<file path="config.mk">
export PLATFORM = sky130hd
export DESIGN_NAME = reg_alu_engine
export DESIGN_NICKNAME = d
export VERILOG_FILES = /design/src/rtl/reg_alu_engine.sv
export SDC_FILE = /design/constraint.sdc
export NUM_CORES = 1
export LEC_CHECK = 0
export BUFFER_PORTS_ARGS = -buffer_cell sky130_fd_sc_hd__buf_2
export CAP_MARGIN = 5
export CORE_MARGIN = 8
export CORE_UTILIZATION = 40
export DETAILED_ROUTE_END_ITERATION = 16
export SLEW_MARGIN = 20
export SYNTH_ARGS = -nofsm -noshare
export SYNTH_HDL_FRONTEND = slang
export SYNTH_SLANG_ARGS = --single-unit
</file>
<file path="constraint.sdc">
create_clock -name clk -period 3.55 [get_ports clk]
set_input_delay 0 -clock clk [delete_from_list [all_inputs] [get_ports clk]]
set_output_delay 0 -clock clk [all_outputs]
set_load 0.005 [all_outputs]
</file>
<file path="src/rtl/reg_alu_engine.sv">
// Register-file ALU engine: accepts one command at a time, reads operands, executes,
// writes back, then holds the result until the consumer takes it.
module reg_alu_engine #(
    parameter int unsigned WIDTH = 16,
    parameter int unsigned NREGS = 16,
    localparam int unsigned AW = $clog2(NREGS)
) (
    input  logic             clk,
    input  logic             reset,
    input  logic             cmd_valid,
    output logic             cmd_ready,
    input  logic [3:0]       cmd_op,
    input  logic [AW-1:0]    cmd_dst,
    input  logic [AW-1:0]    cmd_srca,
    input  logic [AW-1:0]    cmd_srcb,
    input  logic [WIDTH-1:0] cmd_imm,
    input  logic             cmd_use_imm,
    output logic             res_valid,
    input  logic             res_ready,
    output logic [WIDTH-1:0] res_data,
    output logic [4:0]       flags,
    input  logic [AW-1:0]    dbg_addr,
    output logic [WIDTH-1:0] dbg_data
);

    localparam int unsigned SW = $clog2(WIDTH);

    typedef enum logic [1:0] {StIdle, StRead, StExec, StResp} state_e;

    state_e state_q, state_d;

    logic [3:0]       op_q;
    logic [AW-1:0]    dst_q, srca_q, srcb_q;
    logic [WIDTH-1:0] imm_q;
    logic             use_imm_q;
    logic [WIDTH-1:0] a_q, b_q;
    logic [WIDTH-1:0] res_q;
    logic [4:0]       flags_q;
    logic [WIDTH-1:0] regs [NREGS];

    logic [WIDTH:0]   sum, diff;
    logic [WIDTH-1:0] alu_res;
    logic [4:0]       alu_flags;
    logic             alu_wr;

    always_comb begin
        state_d = state_q;
        unique case (state_q)
            StIdle: if (cmd_valid) state_d = StRead;
            StRead: state_d = StExec;
            StExec: state_d = StResp;
            StResp: if (res_ready) state_d = StIdle;
            default: state_d = StIdle;
        endcase
    end

    always_ff @(posedge clk or negedge reset) begin
        if (!reset) state_q <= StIdle;
        else        state_q <= state_d;
    end

    assign cmd_ready = (state_q == StIdle) && reset;
    assign res_valid = (state_q == StResp);
    assign res_data  = res_q;
    assign flags     = flags_q;
    assign dbg_data  = regs[dbg_addr];

    always_ff @(posedge clk or negedge reset) begin
        if (!reset) begin
            op_q      <= '0;
            dst_q     <= '0;
            srca_q    <= '0;
            srcb_q    <= '0;
            imm_q     <= '0;
            use_imm_q <= 1'b0;
        end else if (state_q == StIdle && cmd_valid) begin
            op_q      <= cmd_op;
            dst_q     <= cmd_dst;
            srca_q    <= cmd_srca;
            srcb_q    <= cmd_srcb;
            imm_q     <= cmd_imm;
            use_imm_q <= cmd_use_imm;
        end
    end

    always_ff @(posedge clk or negedge reset) begin
        if (!reset) begin
            a_q <= '0;
            b_q <= '0;
        end else if (state_q == StRead) begin
            a_q <= regs[srca_q];
            b_q <= use_imm_q ? imm_q : regs[srcb_q];
        end
    end

    // Flag layout {C, L, F, Z, N}; ops that don't define C/L/F keep the old values.
    always_comb begin
        sum       = {1'b0, a_q} + {1'b0, b_q};
        diff      = {1'b0, a_q} - {1'b0, b_q};
        alu_res   = '0;
        alu_flags = flags_q;
        alu_wr    = 1'b1;
        case (op_q)
            4'd0: begin
                alu_res      = sum[WIDTH-1:0];
                alu_flags[4] = sum[WIDTH];
                alu_flags[3] = 1'b0;
                alu_flags[2] = (a_q[WIDTH-1] == b_q[WIDTH-1]) &&
                               (sum[WIDTH-1] != a_q[WIDTH-1]);
            end
            4'd1, 4'd8: begin
                alu_res      = diff[WIDTH-1:0];
                alu_flags[4] = diff[WIDTH];
                alu_flags[3] = diff[WIDTH];
                alu_flags[2] = (a_q[WIDTH-1] != b_q[WIDTH-1]) &&
                               (diff[WIDTH-1] != a_q[WIDTH-1]);
                alu_wr       = (op_q == 4'd1);
            end
            4'd2: alu_res = a_q & b_q;
            4'd3: alu_res = a_q | b_q;
            4'd4: alu_res = a_q ^ b_q;
            4'd5: alu_res = ~a_q;
            4'd6: alu_res = a_q << b_q[SW-1:0];
            4'd7: alu_res = a_q >> b_q[SW-1:0];
            4'd9: alu_res = b_q;
            default: alu_wr = 1'b0;
        endcase
        if (op_q <= 4'd9) begin
            alu_flags[1] = (alu_res == '0);
            alu_flags[0] = alu_res[WIDTH-1];
        end
    end

    always_ff @(posedge clk or negedge reset) begin
        if (!reset) begin
            res_q   <= '0;
            flags_q <= '0;
        end else if (state_q == StExec) begin
            res_q   <= alu_res;
            flags_q <= alu_flags;
        end
    end

    always_ff @(posedge clk or negedge reset) begin
        if (!reset) begin
            for (int i = 0; i < int'(NREGS); i++) regs[i] <= '0;
        end else if (state_q == StExec && alu_wr) begin
            regs[dst_q] <= alu_res;
        end
    end

endmodule

</file>
==> flow_summary.json, run 1 <==
{
  "viasPerCell": 6.07,
  "die_h_um": 253,
  "drv_slew": 0,
  "ir_drop_mv": 0.640,
  "syn-num-nets": 2111,
  "grt_pass1_vias": 18000,
  "ys.warnings.count": 0,
  "grt_overflow": 0,
  "die_w_um": 253,
  "cts_setup_buffers": 0,
  "wl_um": 74100,
  "synthCells": 2014,
  "dp_slack_ns": 0.131,
  "fmax_ghz": 0.293,
  "synthFlopType": "dfrtp_1",
  "num_vias": 17600,
  "start_util_pct": 40.2,
  "end_kind": "register",
  "area_growth_pct": 16.7,
  "clock_path_buffers": 3,
  "grt_use_total_pct": 23.3,
  "final_common_cell": "dfrtp_1",
  "ant_nets": 0,
  "cp-startpoint": "op_q[0]",
  "antenna_found_initial": 0,
  "cellPowerDensity_mw_per_mm2": 1100,
  "power.leakage_nw": 10.9,
  "hpwlAfterDp_um": 52100,
  "drt_iter0_markers": 1603,
  "status": "finished, final reports clean",
  "clkTransAtPathRegs_ns": 0.07,
  "maxSlewHeadroom_pct": 28.1,
  "core_area_mm2": 0.0561,
  "cts.htree.levels": 2,
  "clock_latency_ns": 0.58,
  "hold_path_class": "input pin to register",
  "n_fill_cell": 5140,
  "startpoint_type": "register",
  "cts_tree": "yes",
  "tightestPinTransition_ns": 1.08,
  "postSynth.asyncResetShare_pct": 100,
  "cpMostUsedCell": "and4_1",
  "cts_made_buffers": 40,
  "synthesis.area_mm2": 0.0225,
  "wl_per_cell_um": 25.5,
  "rows": 87,
  "final-hold-violation-count": 0,
  "io_pins": 80,
  "synth_seq_cells": 344,
  "ys_seq_area_share_pct": 38.2,
  "cp_max_fo": 23,
  "final_cell_mix": "dfrtp_1, nor2_1, mux4_2",
  "finalWeightedCongestion": 0.981,
  "final_nets": 2219,
  "path_delay_family": "simple AND/OR/NAND/NOR gates",
  "fp.dieArea_mm2": 0.0642,
  "hold_start": "cmd_valid",
  "critical_path_buf_inv_count": 1,
  "setup_violations": 0,
  "arrival_ns": 3.93,
  "rsz0062_at_grt": "yes",
  "worstPathCellList": "buf_12 > nand2b_1 > or2_1 > nor2_1 > a211oi_1 > o2111ai_2 > nor4_2 > and4_1 > and4_1 > a41o_1",
  "drive_gt1_share_pct": 29.9,
  "drc": 0,
  "clock_skew_ns": 0.0146,
  "synth_fa_ha_area_share_pct": 3.18,
  "post_synth_num_cell_types": 88,
  "syn_area_per_cell_um2": 11.2,
  "synth_edf_count": 0,
  "synthMuxAreaShare_pct": 30.1,
  "yosys.area_share.simple_pct": 10.6,
  "grt_pass1_wl_um": 114000,
  "reg2reg_from": "op_q[0]",
  "cts.sinks": 344,
  "fin_crit_ns": 3.41,
  "synth_top_family_by_area": "multiplexers",
  "place_inst": 2798,
  "root_buffer": "clkbuf_16",
  "antennaDiodeCount": 0,
  "grt_max_degree": 110,
  "fin_ws_ns": 0.141,
  "crit_type": "register to register",
  "period_share_pct": 96.0,
  "finalNonFillerCells": 2908,
  "synth-xor-area-share_pct": 0.311,
  "dr.pass1.iters": 5,
  "slowest_stage": "dfrtp_1",
  "io_buffers": 79,
  "crit_path_max_incr_delay_ns": 0.56,
  "cap_viol_max_count": 0,
  "required_ns": 4.07,
  "synth_compound_area_share_pct": 13.3
}
## path summary, 6_finish.rpt
| check | to | slack (ns) | depth (start not counted) |
|---|---|---|---|
| worst max register to register | flags[1] | 0.14 | 10 |
| min in group asynchronous | regs[12] | 0.50 | 3 |
| worst min-delay path | op_q[0] | 0.05 | 3 |
| worst min register to register | flags[3] | 0.48 | 2 |
| max in group asynchronous | regs[92] | 1.92 | 4 |
| worst max-delay path | flags[1] | 0.14 | 10 |
## cells by family (layout without fill, tap and decap cells)
kind of cell | count (synthesis) | in the layout
and+or+nand+nor | 524 | 524
AOI/OAI and AO/OA | 497 | 497
muxes | 350 | 350
DFF | 344 | 344
buffers and inverters | 235 | 373
adders and majority gates | 56 | 56
xor gates and xnor gates | 8 | 8
## registers in the layout, summed over array words and instances (netlist names)
signal / flops
flags: 5
use_imm_q: 1
regs: 256
b_q: 16
imm_q: 16
state_q: 2
op_q: 4
srcb_q: 4
res_data: 16
srca_q: 4
a_q: 16
dst_q: 4
## per-layer routing
| metal | vias to the layer above | wire (µm) | track usage, % |
|---|---|---|---|
| li1 | 7799 | - | - |
| met1 | 9049 | 30100 | 30.5 |
| met2 | 646 | 36700 | 39.3 |
| met3 | 151 | 4630 | 3.44 |
| met4 | 0 | 2720 | 8.33 |
| met5 | - | 0 | 0 |
## tightest hold or removal path: cells and delay by family
family / cells / cell delay, ns
AND/OR/NAND/NOR: 1 / 0.27
multiplexers: 1 / 0.22
buffers and inverters: 1 / 0.11
## synthesized netlist by cell type (7+ instances only)
library cell,count,share of area (%)
nor3_1,26,0.58
buf_2,20,0.44
and3_1,7,0.19
inv_1,44,0.73
a211oi_1,18,0.60
nor2b_1,9,0.25
clkbuf_1,123,2.0
ha_1,54,3.0
mux2i_1,37,1.6
nand2b_1,12,0.33
mux4_2,257,26
o21ai_1,8,0.18
o22ai_1,10,0.28
o211ai_1,15,0.50
nor2_1,276,4.6
o21ai_0,99,2.2
nand3_1,11,0.24
nor3b_1,7,0.23
dfrtp_1,344,38
a21oi_1,245,5.4
a221o_1,7,0.31
a31oi_1,8,0.22
buf_1,29,0.48
o21bai_1,7,0.23
mux2_2,53,2.6
nand2_1,130,2.2
## report_power, final
| group | internal (mW) | switching (mW) | total [mW] |
|---|---|---|---|
| sequential | 5.70 | 2.29 | 7.99 |
| clock | 2.71 | 1.80 | 4.50 |
| combinational | 7.74 | 8.69 | 16.4 |
## layout make-up
| cell class | instances | area, µm² | share of cell area [%] |
|---|---|---|---|
| clock buffers | 53 | 1130 | 4.29 |
| clock inverters | 19 | 302 | 1.15 |
| inverters | 51 | 191 | 0.728 |
| multi-input cells | 1435 | 13000 | 49.6 |
| flip-flops and latches | 344 | 8620 | 32.8 |
| well taps | 756 | 946 | 3.59 |
| repair buffers | 250 | 2080 | 7.90 |
## stage by stage
stage          hold WS [ns]  util [%]  area (µm²)  total power, mW  TNS (ns)
2_1_floorplan        -0.296         -       22500             18.3         0
3_3_place_gp        0.00153      43.6       24500             23.8         0
3_5_place_dp         0.0134      43.6       24500             24.2         0
4_1_cts              0.0740      46.9       26300             28.8         0
5_1_grt              0.0965      46.9       26300             30.7   -0.0141
6_report             0.0461      46.9       26300             28.9         0
## what timing repair did
item,CTS,global route
gates resized for setup,0,9
setup endpoints to repair,0,30
hold buffers,38,0
hold endpoints to repair,103,0
(Power assumes the default switching activity.)
==> run 2, diff against run 1 <==
Settings changed: CORE_MARGIN 8 to 1.
==> run 2 against run 1 <==
  * Register-to-register slack got worse by 0.06 ns
  * Sequential power fell by 1%
  * Largest cell class unchanged
  * Clock skew rose by 0.0050 ns
  * Sequential share of layout area rose by 0.058 points
  * Cell area fell by 0.16%
  * Cell count fell by 0.10%
  * Die area fell by 11%
  * Global-route usage rose by 4.0 points
  * Fmax fell by 1.8%
  * Via count rose by 2.3%
  * Clock-buffer cell count rose by 11
  * Flip-flop and latch count did not move
==> flow_summary.json, run 2 (synthesized netlist as in run 1, its figures left out) <==
{
  "io_buffers": 79,
  "drv_slew": 0,
  "dp_slack_ns": 0.147,
  "fp.dieArea_mm2": 0.0573,
  "die_h_um": 239,
  "cts_made_buffers": 42,
  "arrival_ns": 3.98,
  "num_vias": 18000,
  "cts.htree.levels": 2,
  "setup_violations": 0,
  "cellPowerDensity_mw_per_mm2": 1100,
  "grt_overflow": 0,
  "period_share_pct": 97.8,
  "root_buffer": "clkbuf_16",
  "maxSlewHeadroom_pct": 38.7,
  "cp_max_fo": 39,
  "io_pins": 80,
  "final_cell_mix": "dfrtp_1, nor2_1, mux4_2",
  "worstPathCellList": "buf_4 > mux4_2 > mux2i_1 > nor2_1 > nor4_4 > and4b_1 > and4_1 > and4_1 > and4_1 > a41o_1",
  "grt_pass1_vias": 18200,
  "tightestPinTransition_ns": 0.920,
  "place_inst": 2791,
  "final-hold-violation-count": 0,
  "drt_iter0_markers": 1749,
  "cap_viol_max_count": 0,
  "clock_latency_ns": 0.59,
  "grt_use_total_pct": 27.3,
  "end_kind": "register",
  "antennaDiodeCount": 0,
  "wl_per_cell_um": 26.2,
  "top_register": "regs",
  "final_nets": 2222,
  "drc": 0,
  "hpwlAfterDp_um": 51800,
  "ant_nets": 0,
  "grt_pass1_wl_um": 116000,
  "dr.pass1.iters": 6,
  "crit_path_max_incr_delay_ns": 0.56,
  "utilization_pct": 47.4,
  "slowest_stage": "mux4_2",
  "clock_path_buffers": 3,
  "critical_path_buf_inv_count": 1,
  "rsz0062_at_grt": "no",
  "cts_tree": "yes",
  "crit_type": "register to register",
  "wl_um": 76200,
  "clock_skew_ns": 0.0197,
  "ir_drop_mv": 0.666,
  "core_area_mm2": 0.0554,
  "finalWeightedCongestion": 1.02,
  "start_util_pct": 40.7,
  "largest_reg_flops": 256,
  "drive_gt1_share_pct": 29.8,
  "power.leakage_nw": 10.9,
  "fin_area_mm2": 0.0263,
  "n_fill_cell": 4998,
  "placed_area_mm2": 0.0244,
  "required_ns": 4.06,
  "path_delay_family": "simple AND/OR/NAND/NOR gates",
  "area_growth_pct": 16.6,
  "fin_crit_ns": 3.47,
  "cts.sinks": 344,
  "rows": 86,
  "die_w_um": 239,
  "fin_ws_ns": 0.0783,
  "tns_ns": 0,
  "clkTransAtPathRegs_ns": 0.06,
  "antenna_found_initial": 3,
  "hold_path_class": "input pin to asynchronous set/reset pin",
  "grt_max_degree": 102,
  "final_common_cell": "dfrtp_1",
  "viasPerCell": 6.21,
  "cpMostUsedCell": "and4_1",
  "status": "finished, final reports clean",
  "startpoint_type": "register",
  "finalNonFillerCells": 2905,
  "fmax_ghz": 0.288
}
-- run 2: layout make-up --
cell class              count  area (µm²)  share of cell area [%]
repair buffers            251        2060                    7.86
inverters                  51         191                   0.729
clock inverters            12         178                   0.676
clock buffers              64        1230                    4.70
multi-input cells        1435       13000                    49.7
flip-flops and latches    344        8620                    32.8
well taps                 748         936                    3.56
-- run 2: layer usage --
layer,GRT usage (%),wire length (µm),up-vias,share of wire (%)
met2,43.5,36100,884,47
met3,5.45,6300,183,8.3
met4,10.4,3110,2,4.1
met1,36.9,30700,9187,40
li1,-,-,7790,-
met5,0,11,-,0.014
-- run 2: path summary, 6_finish.rpt --
kind / start / to / slack [ns] / depth (start not counted)
min in group clk: cmd_srca[1] / srca_q[1] / 0.18 / 3
min: reset / regs[28] / 0.06 / 2
max in group asynchronous: reset / use_imm_q / 2.43 / 3
min reg2reg: flags[2] / flags[2] / 0.48 / 2
max reg2reg: b_q[2] / flags[1] / 0.08 / 10
max: b_q[2] / flags[1] / 0.08 / 10
-- run 2: report_power, final --
group / leakage, nW / total, mW / internal, mW / switching (mW)
sequential: 4.34 / 7.89 / 5.71 / 2.19
combinational: 5.89 / 16.7 / 7.76 / 8.93
clock: 0.688 / 4.40 / 2.57 / 1.83
-- run 2: through the flow --
| step | hold slack [ns] | total power [mW] |
|---|---|---|
| after detailed placement | 0.116 | 24.3 |
| after CTS | 0.0838 | 28.8 |
| after global routing | 0.140 | 30.7 |
| final | 0.0562 | 29.0 |
| after global placement | 0.0996 | 23.9 |
| after floorplan | -0.296 | 18.3 |
-- run 2: worst reg2reg max path, stage by stage, from the launching register on --
cell and delay [ns]:
dfrtp_1 0.39, buf_4 0.43, mux4_2 0.60, mux2i_1 0.44
nor2_1 0.15, nor4_4 0.32, and4b_1 0.29, and4_1 0.25
and4_1 0.20, and4_1 0.19, a41o_1 0.16
-- run 2: repair_timing --
item | 4_1_cts | 5_1_grt
setup endpoints to repair | 0 | 54
resized for setup | 0 | 6
hold endpoints to repair | 127 | 0
hold buffers | 36 | 0
buffers inserted | 0 | 2
==> run 3, diff against run 2 <==
==> constraint.sdc (replaced) <==
create_clock -name clk -period 3.55 [get_ports clk]
set_input_delay 0.71 -clock clk [delete_from_list [all_inputs] [get_ports clk]]
set_output_delay 0.71 -clock clk [all_outputs]
set_load 0.005 [all_outputs]
==> run 3 against run 2 <==
  * Non-clock buffer count fell by 43
  * Worst setup slack worse by 0.022 ns
  * Die area stayed put
  * Highest routed layer is now met4
  * Via count decreased by 2.2%
==> flow_summary.json, run 3 (synthesized netlist as in run 1, its figures left out) <==
{
  "worst_hold_slack_ns": 0.353,
  "dr.pass1.iters": 6,
  "root_buffer": "clkbuf_16",
  "hold_path_class": "input pin to register",
  "top_register": "regs",
  "crit_type": "register to register",
  "drive_gt1_share_pct": 30.0,
  "clock_skew_ns": 0.0324,
  "grt_overflow": 0,
  "hold_path_end": "imm_q[0]",
  "fp.dieArea_mm2": 0.0573,
  "num_vias": 17700,
  "power.leakage_nw": 10.7,
  "fmax_ghz": 0.286,
  "cap_viol_max_count": 0,
  "grt_util_met1_pct": 35.6,
  "ant_nets": 0,
  "rsz0062_at_grt": "no",
  "final_common_cell": "dfrtp_1",
  "grt_util_met3_pct": 4.52,
  "final-hold-violation-count": 0,
  "hold_path_depth": 2,
  "rows": 86,
  "cts_made_buffers": 40,
  "grt_use_total_pct": 26.3,
  "clkTransAtPathRegs_ns": 0.06,
  "grt_max_degree": 147,
  "drv_slew": 0,
  "arrival_ns": 4.02,
  "grt_busiest_layer": "met2",
  "grt_pass1_vias": 17500,
  "cts.sinks": 344,
  "drt_iter0_markers": 1968,
  "final_cell_mix": "dfrtp_1, nor2_1, mux4_2",
  "area_growth_pct": 14.4,
  "cts_tree": "yes",
  "die_h_um": 239,
  "use_met2_pct": 43.1,
  "antenna_found_initial": 1,
  "tightestPinTransition_ns": 1.04,
  "period_share_pct": 98.4,
  "cp_max_fo": 4,
  "cp-startpoint": "b_q[0]",
  "maxSlewHeadroom_pct": 30.8,
  "clock_latency_ns": 0.59,
  "tns_ns": 0,
  "die_w_um": 239,
  "required_ns": 4.08,
  "cts.htree.levels": 2,
  "ir_drop_mv": 0.725,
  "viasPerCell": 6.18,
  "status": "finished, final reports clean",
  "clock_path_buffers": 3,
  "r2r-end": "flags[1]",
  "startpoint_type": "register",
  "io_buffers": 79,
  "final_nets": 2177,
  "worstRegToRegCells": 12,
  "wl_per_cell_um": 25.8,
  "grt_pass1_wl_um": 113000,
  "utilization_pct": 46.5,
  "io_pins": 80,
  "rrSetupSlack_ns": 0.06,
  "cellPowerDensity_mw_per_mm2": 1110,
  "largest_reg_flops": 256,
  "core_area_mm2": 0.0554,
  "hold_start": "cmd_imm[0]",
  "wl_um": 73600,
  "antennaDiodeCount": 0,
  "finalWeightedCongestion": 0.956,
  "reg2reg_from": "b_q[0]",
  "end_kind": "register",
  "fin_crit_ns": 3.49,
  "setup_violations": 0,
  "drc": 0,
  "start_util_pct": 40.7,
  "hpwlAfterDp_um": 51100
}
==> run 3: cell count changes in the layout (fill, tap and decap cells not counted), moves of 2 or more <==
cell,before,now
clkbuf_16,43,40
clkinv_2,4,6
clkinvlp_4,0,3
a211oi_2,4,2
dlygate4sd3_1,36,1
a211oi_1,16,18
buf_4,115,107
clkbuf_1,13,7
==> run 3: power by group <==
group	internal, mW	switching (mW)
Combinational	7.60	8.87
Clock	2.44	1.79
Sequential	5.70	2.17
Total	15.7	12.8
==> run 3: worst max-delay path by stage <==
| stage | to | slack, ns | cells after the start |
|---|---|---|---|
| 2_1_floorplan | dbg_data[0] | 0.18 | 4 |
| 3_3_place_gp | regs[78] | 0.21 | 12 |
| 3_5_place_dp | flags[1] | 0.20 | 12 |
| 4_1_cts | flags[1] | 0.15 | 12 |
| 5_1_grt | flags[1] | 0.002 | 9 |
| 6_report | flags[1] | 0.06 | 12 |
==> run 3: routing by layer <==
| metal | up-vias | routed length [µm] |
|---|---|---|
| met1 | 9033 | 30200 |
| met3 | 130 | 5180 |
| met2 | 780 | 36000 |
| met4 | 0 | 2190 |
| met5 | - | 0 |
| li1 | 7713 | - |
==> run 3: layout make-up <==
| type | count | area, µm² |
|---|---|---|
| fillers | 5079 | 29600 |
| multi-input cells | 1435 | 13000 |
| flip-flops and latches | 344 | 8620 |
| repair buffers | 208 | 1650 |
| clock buffers | 56 | 1150 |
| well taps | 748 | 936 |
| inverters | 51 | 191 |
| clock inverters | 16 | 189 |
==> run 3: critical path, cell delays in order, from the launching register on <==
cell	delay, ns
dfrtp_1	0.41
ha_1	0.25
fa_1	0.44
a211oi_2	0.33
buf_4	0.18
nor3_1	0.04
a211o_1	0.26
a211oi_1	0.40
nor3b_2	0.27
and4_1	0.27
and4_1	0.22
and4_1	0.19
a41o_1	0.17
==> run 3: what timing repair did <==
action / 4_1_cts / 5_1_grt
resized for setup: 0 / 6
endpoints found under the setup margin: 0 / 36
endpoints found under the hold margin: 19 / 0
hold buffers: 1 / 0
setup buffers: 0 / 4
==> run 3: metrics by stage <==
step	cell area (µm²)	instances	power, mW	worst slack [ns]
floorplan	22500	2014	18.3	0.181
global placement	24400	2781	23.6	0.210
detailed placement	24400	2781	24.0	0.201
CTS	25700	2854	28.4	0.152
global route	25800	2858	30.2	0.00215
finish	25800	2858	28.6	0.0567
